===== src/rtl/glitch_filter_pkg.sv =====
`default_nettype none
// ============================================================================
// Module  : glitch_filter_pkg
// Brief   : Shared constants and width helper for the glitch filter.
// Revision: 1.0 - initial release
// ============================================================================
package glitch_filter_pkg;

  // Stability length that disables filtering entirely.
  localparam int LEN_BYPASS = 0;

  // Bits needed to hold the values 0..maxlen.
  function automatic int cw_of(input int maxlen);
    int w;
    w = 1;
    while ((1 << w) < (maxlen + 1)) begin
      w = w + 1;
    end
    return w;
  endfunction

endpackage
`default_nettype wire


===== src/rtl/glitch_filter_bit.sv =====
`default_nettype none
// ============================================================================
// Module  : glitch_filter_bit
// Brief   : One filtered channel: candidate value, run counter, output bit.
// Revision: 1.0 - initial release
// ============================================================================
module glitch_filter_bit
  import glitch_filter_pkg::*;
#(
  parameter int MAXLEN = 15,
  parameter int CW     = cw_of(MAXLEN)
) (
  input  logic          clk,
  input  logic          rst,
  input  logic          xfer_i,
  input  logic          ena_i,
  input  logic          bypass_i,
  input  logic [CW-1:0] len_i,
  input  logic          din_i,
  output logic          dout_o
);

  localparam logic [CW-1:0] CNT_MAX = CW'(MAXLEN);

  logic          cand_q, cand_d;
  logic [CW-1:0] cnt_q,  cnt_d;
  logic          dout_q, dout_d;

  always_comb begin
    cand_d = cand_q;
    cnt_d  = cnt_q;
    dout_d = dout_q;
    if (xfer_i) begin
      if (!ena_i) begin
        // Preload a saturated run so re-enabling never delays the current level.
        cand_d = din_i;
        cnt_d  = CNT_MAX;
        dout_d = din_i;
      end else begin
        if (din_i == cand_q) begin
          cnt_d = (cnt_q == CNT_MAX) ? cnt_q : cnt_q + 1'b1;
        end else begin
          cand_d = din_i;
          cnt_d  = '0;
        end
        if (bypass_i || (cnt_d >= len_i)) begin
          dout_d = din_i;
        end
      end
    end
  end

  always_ff @(posedge clk or posedge rst) begin
    if (rst) begin
      cand_q <= 1'b0;
      cnt_q  <= '0;
      dout_q <= 1'b0;
    end else begin
      cand_q <= cand_d;
      cnt_q  <= cnt_d;
      dout_q <= dout_d;
    end
  end

  assign dout_o = dout_q;

endmodule
`default_nettype wire


===== src/rtl/glitch_filter.sv =====
`default_nettype none
// ============================================================================
// Module  : glitch_filter
// Brief   : Per-bit glitch filter on a valid/ready stream with one-deep output register.
// Revision: 1.0 - initial release
// ============================================================================
module glitch_filter
  import glitch_filter_pkg::*;
#(
  parameter  int SDW    = 32,
  parameter  int MAXLEN = 15,
  localparam int CW     = cw_of(MAXLEN)
) (
  input  logic           clk,
  input  logic           rst,
  input  logic           ena,
  input  logic [CW-1:0]  cfg_len,
  output logic           sti_tready,
  input  logic           sti_tvalid,
  input  logic [SDW-1:0] sti_tdata,
  input  logic           sto_tready,
  output logic           sto_tvalid,
  output logic [SDW-1:0] sto_tdata
);

  localparam logic [CW-1:0] LEN_MAX = CW'(MAXLEN);
  localparam logic [CW-1:0] LEN_BYP = CW'(LEN_BYPASS);

  logic          sto_tvalid_q;
  logic          xfer;
  logic [CW-1:0] len_eff;
  logic          len_bypass;

  assign sti_tready = sto_tready | ~sto_tvalid_q;
  assign xfer       = sti_tvalid & sti_tready;
  assign len_eff    = (cfg_len > LEN_MAX) ? LEN_MAX : cfg_len;
  assign len_bypass = (len_eff == LEN_BYP);

  always_ff @(posedge clk or posedge rst) begin
    if (rst) begin
      sto_tvalid_q <= 1'b0;
    end else if (sti_tready) begin
      sto_tvalid_q <= sti_tvalid;
    end
  end

  assign sto_tvalid = sto_tvalid_q;

  generate
    for (genvar i = 0; i < SDW; i++) begin : g_bit
      glitch_filter_bit #(
        .MAXLEN (MAXLEN),
        .CW     (CW)
      ) u_bit (
        .clk      (clk),
        .rst      (rst),
        .xfer_i   (xfer),
        .ena_i    (ena),
        .bypass_i (len_bypass),
        .len_i    (len_eff),
        .din_i    (sti_tdata[i]),
        .dout_o   (sto_tdata[i])
      );
    end
  endgenerate

endmodule
`default_nettype wire


===== config.mk =====
export PLATFORM = sky130hd
export DESIGN_NAME = glitch_filter
export DESIGN_NICKNAME = d
export VERILOG_FILES = /design/src/rtl/glitch_filter_pkg.sv /design/src/rtl/glitch_filter_bit.sv /design/src/rtl/glitch_filter.sv
export SDC_FILE = /design/constraint.sdc
export NUM_CORES = 1
export LEC_CHECK = 0
export CORE_MARGIN = 5
export CORE_UTILIZATION = 56
export CTS_CLUSTER_DIAMETER = 100
export DETAILED_ROUTE_END_ITERATION = 8
export GPL_TIMING_DRIVEN = 0
export PLACE_DENSITY = 0.9
export SYNTH_ARGS = -nofsm -noshare
export SYNTH_HDL_FRONTEND = slang
export SYNTH_SLANG_ARGS = --single-unit

===== constraint.sdc =====
create_clock -name clk -period 6.1 [get_ports clk]
set_input_delay 0.915 -clock clk [delete_from_list [all_inputs] [get_ports clk]]
set_output_delay 0.915 -clock clk [all_outputs]
set_load 0.02 [all_outputs]

==> summary.txt, run 1 <==
DIE WIDTH - 171 um
Clk root buf - clkbuf_16
Initial DRT Pass Iterations - 6
End of the worst register-to-register path - g_bit[22].u_bit.dout_o
WHS - 0.486 ns
Worst-Skew Late Latency - 0.46 ns
Sequential-to-total area share from yosys stat - 0.334
Final Setup Violations - 0
Vias per cell - 6.40
Area of the core - 25,300 um2
CTS Sinks - 193
Slew margin rel. - 0.308
Gpl congestion - 0.918
Post-DP HPWL - 27.6 mm
Post-cts sizing count - 0
Final cell count without fillers - 2,112
# DRC - 0
Outcome - complete, no violations
Cell row count - 58
I/O Buffers - 73
Post-synth cell types - 28
Worst EP arrival - 3.03 ns
H-tree levels - 4
Total GRT Usage - 0.285
Synthesized cell area - 14,500 um2
Mean Syn Cell Area - 8.66 um2
Crit share post-route - 0.647
CP max FO - 10
Max Cap Viol - 0
Flop-to-flop setup slack - 3.42 ns
Fin. max-slew vios - 0
Final hold violation count - 0
Reg2reg start - g_bit[22].u_bit.cnt_q[0]
PD cells - 342 nW/um2
Worst slack, placed - 2.20 ns
DR WL/cell - 19.7 um
# diodes - 0
Tmin final - 3.95 ns
Hold worst-path end - g_bit[24].u_bit.dout_o
Initial core utilization - 0.571
R2R cell count - 9
Maximum vdd drop - 187 uV
Vias - 13,500
Final wirelength - 41.7 mm
CTS tree - done
Initial antenna violation count - 0
Achievable frequency - 253 MHz
Post-synth top area share - 0.334
Postcts setup bufs - 0
Die H - 171 um
Io pins - 75
Total power draw - 5570 uW
Setup TNS - 0 ns
Synth Register Bits - 193
Vias in the first global route - 13,100
Final Skew - 0.0147 ns
Cell taking the most area after synthesis - dfrtp_1
Layout area overhead - 12.7%
RSZ-0062 raised after global routing - false
Die area - 29,200 um2
Worst min-delay path startpoint - g_bit[24].u_bit.dout_o
Number of cells on the worst hold path - 1
Antenna Violating Nets Remaining - 0
Largest net degree at the start of global routing - 43
Cts hold-fix bufs - 0
Startpoint class of the critical path - primary input
Critical Path End Type - output pin
Hold crit path type - flip-flop to flip-flop
Clock buffer count from CTS - 17
Syn Inst Count - 1,671
CP required - 5.18 ns
Share of layout cells above drive strength 1 - 0.0780
Worst Tran Pin Value - 1.04 ns
CTS Buffer Depth - 2
Final Worst Setup Slack - 2.15 ns
Clock-pin slew on the worst setup and hold paths - 0.07 ns
Area contributors post-synth - dfrtp_1 33%, ha_1 14%, a21oi_1 6.6%, nand2_1 5.8%, nand3_1 4.4%
Nets - 1,970
Syn nets - 1,872
Placed insts - 2,080
Syn. warnings - 0
Leak - 0.00795 uW
Crit Path Category - primary input to output pin
Initial DRC count - 1,534
Global route overflow - 0
First-pass GRT wire length - 66.2 mm
==> layer usage <==
layer,part of all wire,vias to the layer above,track usage
met5,0,-,0
met4,0.054,0,0.147
met3,0.10,210,0.0622
met2,0.46,823,0.461
met1,0.38,6378,0.359
li1,-,6107,-
==> sequential cells by signal, indices dropped and copies added (netlist names) <==
register,cells
g_bit.u_bit.cand_q,32
sto_tvalid,1
g_bit.u_bit.cnt_q,128
g_bit.u_bit.dout_o,32
==> cells in the mapped netlist, drive strengths merged <==
cell and n:
a21o 64, nand2b 66, o22ai 32, xor2 64, clkbuf 28, buf 64
and3 1, mux2i 32, a31oi 32, o41ai 1, nor2 128, xnor2 32
mux2 32, o31ai 32, nand2 225, a21oi 192, and2 1, ha 160
inv 36, o21ai 96, dfrtp 193, nand3 128, a22o 32
==> through the flow <==
step	cell area (um2)	utilization
finish	16300	0.644
global route	16300	0.644
CTS	16300	0.644
detailed placement	15700	0.621
global placement	15600	0.617
floorplan	14500	-
==> cells in the final DEF (no fill, tap or decap), types with 3 or more instances in the layout <==
master / instances
a22o_1: 32
buf_4: 36
a21oi_1: 192
clkdlybuf4s50_1: 72
o21ai_0: 96
inv_1: 32
xnor2_1: 32
buf_12: 5
mux2_1: 30
nor2_1: 128
clkbuf_1: 28
nand3_1: 128
clkinvlp_4: 4
dfrtp_1: 193
buf_2: 25
nand2_1: 225
clkbuf_16: 17
mux2i_1: 32
clkinv_2: 7
xor2_1: 64
o22ai_2: 30
inv_2: 3
o31ai_1: 32
nand2b_1: 66
a21o_1: 64
ha_1: 160
a31oi_1: 32
buf_6: 3
==> worst max-delay path, stage by stage <==
cell and delay [ns]:
clkdlybuf4s50_1 0.48, nand2b_1 0.10, buf_2 0.30, buf_1 0.52, clkdlybuf4s50_1 0.72
==> how the worst max path moves through the flow <==
stage	startpoint	to
after floorplan	rst	g_bit[0].u_bit.cand_q
after global placement	rst	g_bit[13].u_bit.dout_o
after detailed placement	sto_tready	sti_tready
after CTS	sto_tready	sti_tready
after global routing	sto_tready	sti_tready
final	sto_tready	sti_tready
==> power breakdown <==
group	internal, uW	switching (uW)
combinational	1150	1340
sequential	1600	342
clock	601	542
total	3350	2220
==> kinds of logic (layout without fill, tap and decap cells) <==
| family | after synthesis | after routing | synth area share |
|---|---|---|---|
| XOR/XNOR | 96 | 96 | 0.0581 |
| AND/OR/NAND/NOR | 549 | 549 | 0.165 |
| flip-flops | 193 | 193 | 0.334 |
| multiplexers | 64 | 64 | 0.0470 |
| adder cells (fa/ha/maj) | 160 | 160 | 0.138 |
| buffers and inverters | 128 | 239 | 0.0462 |
| AO/OA/AOI/OAI | 481 | 481 | 0.211 |
==> layout make-up <==
type / instances / area [um2]
well taps: 330 / 413
clock buffers: 17 / 425
inverters: 36 / 139
fillers: 1917 / 9020
multi-input cells: 1350 / 8970
repair buffers: 79 / 853
flip-flops and latches: 193 / 4830
clock inverters: 15 / 144
plain buffers: 92 / 533
(Power assumes the default switching activity.)
==> run 2: changes to the inputs <==
==> constraint.sdc (replaced) <==
create_clock -name clk -period 3.3 [get_ports clk]
set_input_delay 0.495 -clock clk [delete_from_list [all_inputs] [get_ports clk]]
set_output_delay 0.495 -clock clk [all_outputs]
set_load 0.02 [all_outputs]
==> results of run 2 <==
Same layout as run 1 (identical final DEF). Status: complete, no violations.
Among the figures that moved: setup slack after placement 2.20 ns -> 0.192 ns; setup slack after layout 2.15 ns -> 0.195 ns; hold slack 0.486 ns -> 0.472 ns; register-to-register setup slack 3.42 ns -> 0.62 ns; total power 5570 uW -> 10300 uW; worst IR drop on VDD 187 uV -> 345 uV
==> run 3: changes to the inputs <==
--- a/config.mk
+++ b/config.mk
@@ -5,8 +5,10 @@
 export SDC_FILE = /design/constraint.sdc
 export NUM_CORES = 1
 export LEC_CHECK = 0
-export CORE_MARGIN = 5
-export CORE_UTILIZATION = 56
+export CELL_PAD_IN_SITES_DETAIL_PLACEMENT = 2
+export CELL_PAD_IN_SITES_GLOBAL_PLACEMENT = 2
+export CORE_MARGIN = 1.5
+export CORE_UTILIZATION = 35
 export CTS_CLUSTER_DIAMETER = 100
 export DETAILED_ROUTE_END_ITERATION = 8
 export GPL_TIMING_DRIVEN = 0
==> summary.txt, run 3 (synthesis gave the netlist of run 1 again) <==
Final Setup Violations - 0 (unchanged)
DIE WIDTH - 206 um (was 171 um)
DR WL/cell - 24.6 um (was 19.7 um)
Most common cell after layout, fill and taps aside - nand2_1 (unchanged)
Layout area overhead - 15.4% (was 12.7%)
Final Skew - 0.0136 ns (was 0.0147 ns)
Antenna Violating Nets Remaining - 0 (unchanged)
Flop-to-flop setup slack - 0.67 ns (was 0.62 ns)
Critical path destination - sti_tready (unchanged)
CTS Sinks - 193 (unchanged)
Clk root buf - clkbuf_16 (unchanged)
Initial DRT Pass Iterations - 5 (was 6)
End of the worst register-to-register path - g_bit[7].u_bit.cnt_q[1] (was g_bit[22].u_bit.dout_o)
Max Cap Viol - 0 (unchanged)
Crit share post-route - 0.952 (was 0.941)
Commonest non-fill, non-tap cells in the layout - 225 x nand2_1, 193 x dfrtp_1, 192 x a21oi_1, 160 x ha_1 (unchanged)
Final hold violation count - 0 (unchanged)
Clock buffer count from CTS - 17 (unchanged)
Die H - 206 um (was 171 um)
Final wirelength - 56.9 mm (was 41.7 mm)
Clock power share - 0.218 (was 0.205)
CTS Buffer Depth - 2 (unchanged)
Clock-pin slew on the worst setup and hold paths - 0.08 ns (was 0.07 ns)
Share of layout cells above drive strength 1 - 0.0790 (was 0.0780)
Number of flip-flops in the largest register - 128 (unchanged)
Nets - 1,974 (was 1,970)
Critical Path End Type - output pin (unchanged)
Gpl congestion - 0.838 (was 0.918)
Tmin final - 3.14 ns (was 3.11 ns)
Post-cts sizing count - 0 (unchanged)
Vias per cell - 5.92 (was 6.40)
Post-DP HPWL - 38.2 mm (was 27.6 mm)
Largest net degree at the start of global routing - 39 (was 43)
Crit Path Category - primary input to output pin (unchanged)
RSZ-0062 raised after global routing - false (unchanged)
Switching Share - 0.413 (was 0.399)
Achievable frequency - 318 MHz (was 322 MHz)
Comb pwr share - 0.449 (was 0.446)
Maximum vdd drop - 341 uV (was 345 uV)
Global route overflow - 0 (unchanged)
Cts hold-fix bufs - 0 (unchanged)
CP required - 2.80 ns (about the same)
Sw Pwr - 4520 uW (was 4110 uW)
CP max FO - 10 (unchanged)
H-tree levels - 4 (unchanged)
Cell row count - 74 (was 58)
Initial antenna violation count - 1 (was 0)
Setup TNS - 0 ns (unchanged)
Die area - 42,600 um2 (was 29,200 um2)
PD cells - 656 nW/um2 (was 632 nW/um2)
CTS tree - done (unchanged)
Vias in the first global route - 15,600 (was 13,100)
Leak - 0.00801 uW (was 0.00795 uW)
Worst Tran Pin Value - 1.20 ns (was 1.04 ns)
Final cell count without fillers - 2,318 (was 2,112)
First-pass GRT wire length - 89.1 mm (was 66.2 mm)
Slew margin rel. - 0.202 (was 0.308)
Outcome - complete, no violations (unchanged)
Initial DRC count - 703 (was 1,534)
Worst EP arrival - 2.65 ns (was 2.61 ns)
Reg2reg start - sto_tvalid (was g_bit[22].u_bit.cnt_q[0])
Postcts setup bufs - 0 (unchanged)
Internal power - 6430 uW (was 6190 uW)
Hold crit path type - primary input to asynchronous set/reset pin (unchanged)
# DRC - 0 (unchanged)
Worst-Skew Late Latency - 0.48 ns (was 0.46 ns)
Total GRT Usage - 0.275 (was 0.285)
Placed insts - 2,286 (was 2,080)
Critical path origin - sto_tready (unchanged)
Fin. max-slew vios - 0 (unchanged)
R2R cell count - 7 (was 9)
Io pins - 75 (unchanged)
Vias - 13,700 (was 13,500)
Initial core utilization - 0.354 (was 0.571)
Area of the core - 40,800 um2 (was 25,300 um2)
I/O Buffers - 73 (unchanged)
Startpoint class of the critical path - primary input (unchanged)
Sequential share of power - 0.333 (was 0.349)
Largest Register - g_bit.u_bit.cnt_q (unchanged)
-- run 3: cell type report --
type / instances / area, um2
plain buffers: 92 / 533
diodes: 2 / 5.00
clock buffers: 20 / 467
well taps: 532 / 666
clock inverters: 10 / 159
flip-flops and latches: 193 / 4830
multi-input cells: 1350 / 8970
repair buffers: 83 / 926
inverters: 36 / 139
fillers: 4511 / 24100
-- run 3: worst min path at each step --
stage | startpoint | cells after the start | end | slack, ns
3_5_place_dp | g_bit[23].u_bit.dout_o | 1 | g_bit[23].u_bit.dout_o | 0.48
6_report | rst | 2 | g_bit[6].u_bit.cnt_q[0] | 0.40
4_1_cts | rst | 2 | g_bit[6].u_bit.cnt_q[0] | 0.40
3_3_place_gp | g_bit[24].u_bit.dout_o | 1 | g_bit[24].u_bit.dout_o | 0.47
2_1_floorplan | g_bit[10].u_bit.dout_o | 1 | g_bit[10].u_bit.dout_o | 0.46
5_1_grt | rst | 2 | g_bit[6].u_bit.cnt_q[0] | 0.44
-- run 3: metrics by stage --
step / utilization / setup slack (ns) / power (uW) / cell area (um2) / hold slack [ns]
4_1_cts: 0.409 / 0.192 / 11000 / 16700 / 0.402
3_3_place_gp: 0.389 / -1.71 / 7920 / 15900 / 0.471
3_5_place_dp: 0.393 / 0.135 / 8410 / 16100 / 0.480
5_1_grt: 0.409 / 0.0529 / 11600 / 16700 / 0.439
2_1_floorplan: - / 0.315 / 6790 / 14500 / 0.459
6_report: 0.409 / 0.158 / 11000 / 16700 / 0.397
-- run 3: worst max-delay path, stage by stage --
cell and delay, ns:
clkdlybuf4s50_1 0.44, nand2b_1 0.09, buf_2 0.33, buf_1 0.56
clkdlybuf4s50_1 0.73
-- run 3: routing by layer --
layer,global-route usage,up-vias,part of all wire,routed length [um]
met5,0,-,0,0
met4,0.128,0,0.035,2020
met3,0.0429,146,0.042,2390
met2,0.491,358,0.51,29000
met1,0.321,7099,0.41,23500
li1,-,6116,-,-
-- run 3: power by group through the flow --
stage | combinational [uW] | clock [uW] | sequential (uW)
2_1_floorplan | 3340 | 0 | 3450
3_3_place_gp | 4340 | 0 | 3580
3_5_place_dp | 4770 | 0 | 3650
4_1_cts | 4920 | 2410 | 3630
5_1_grt | 5430 | 2460 | 3730
6_report | 4920 | 2390 | 3650
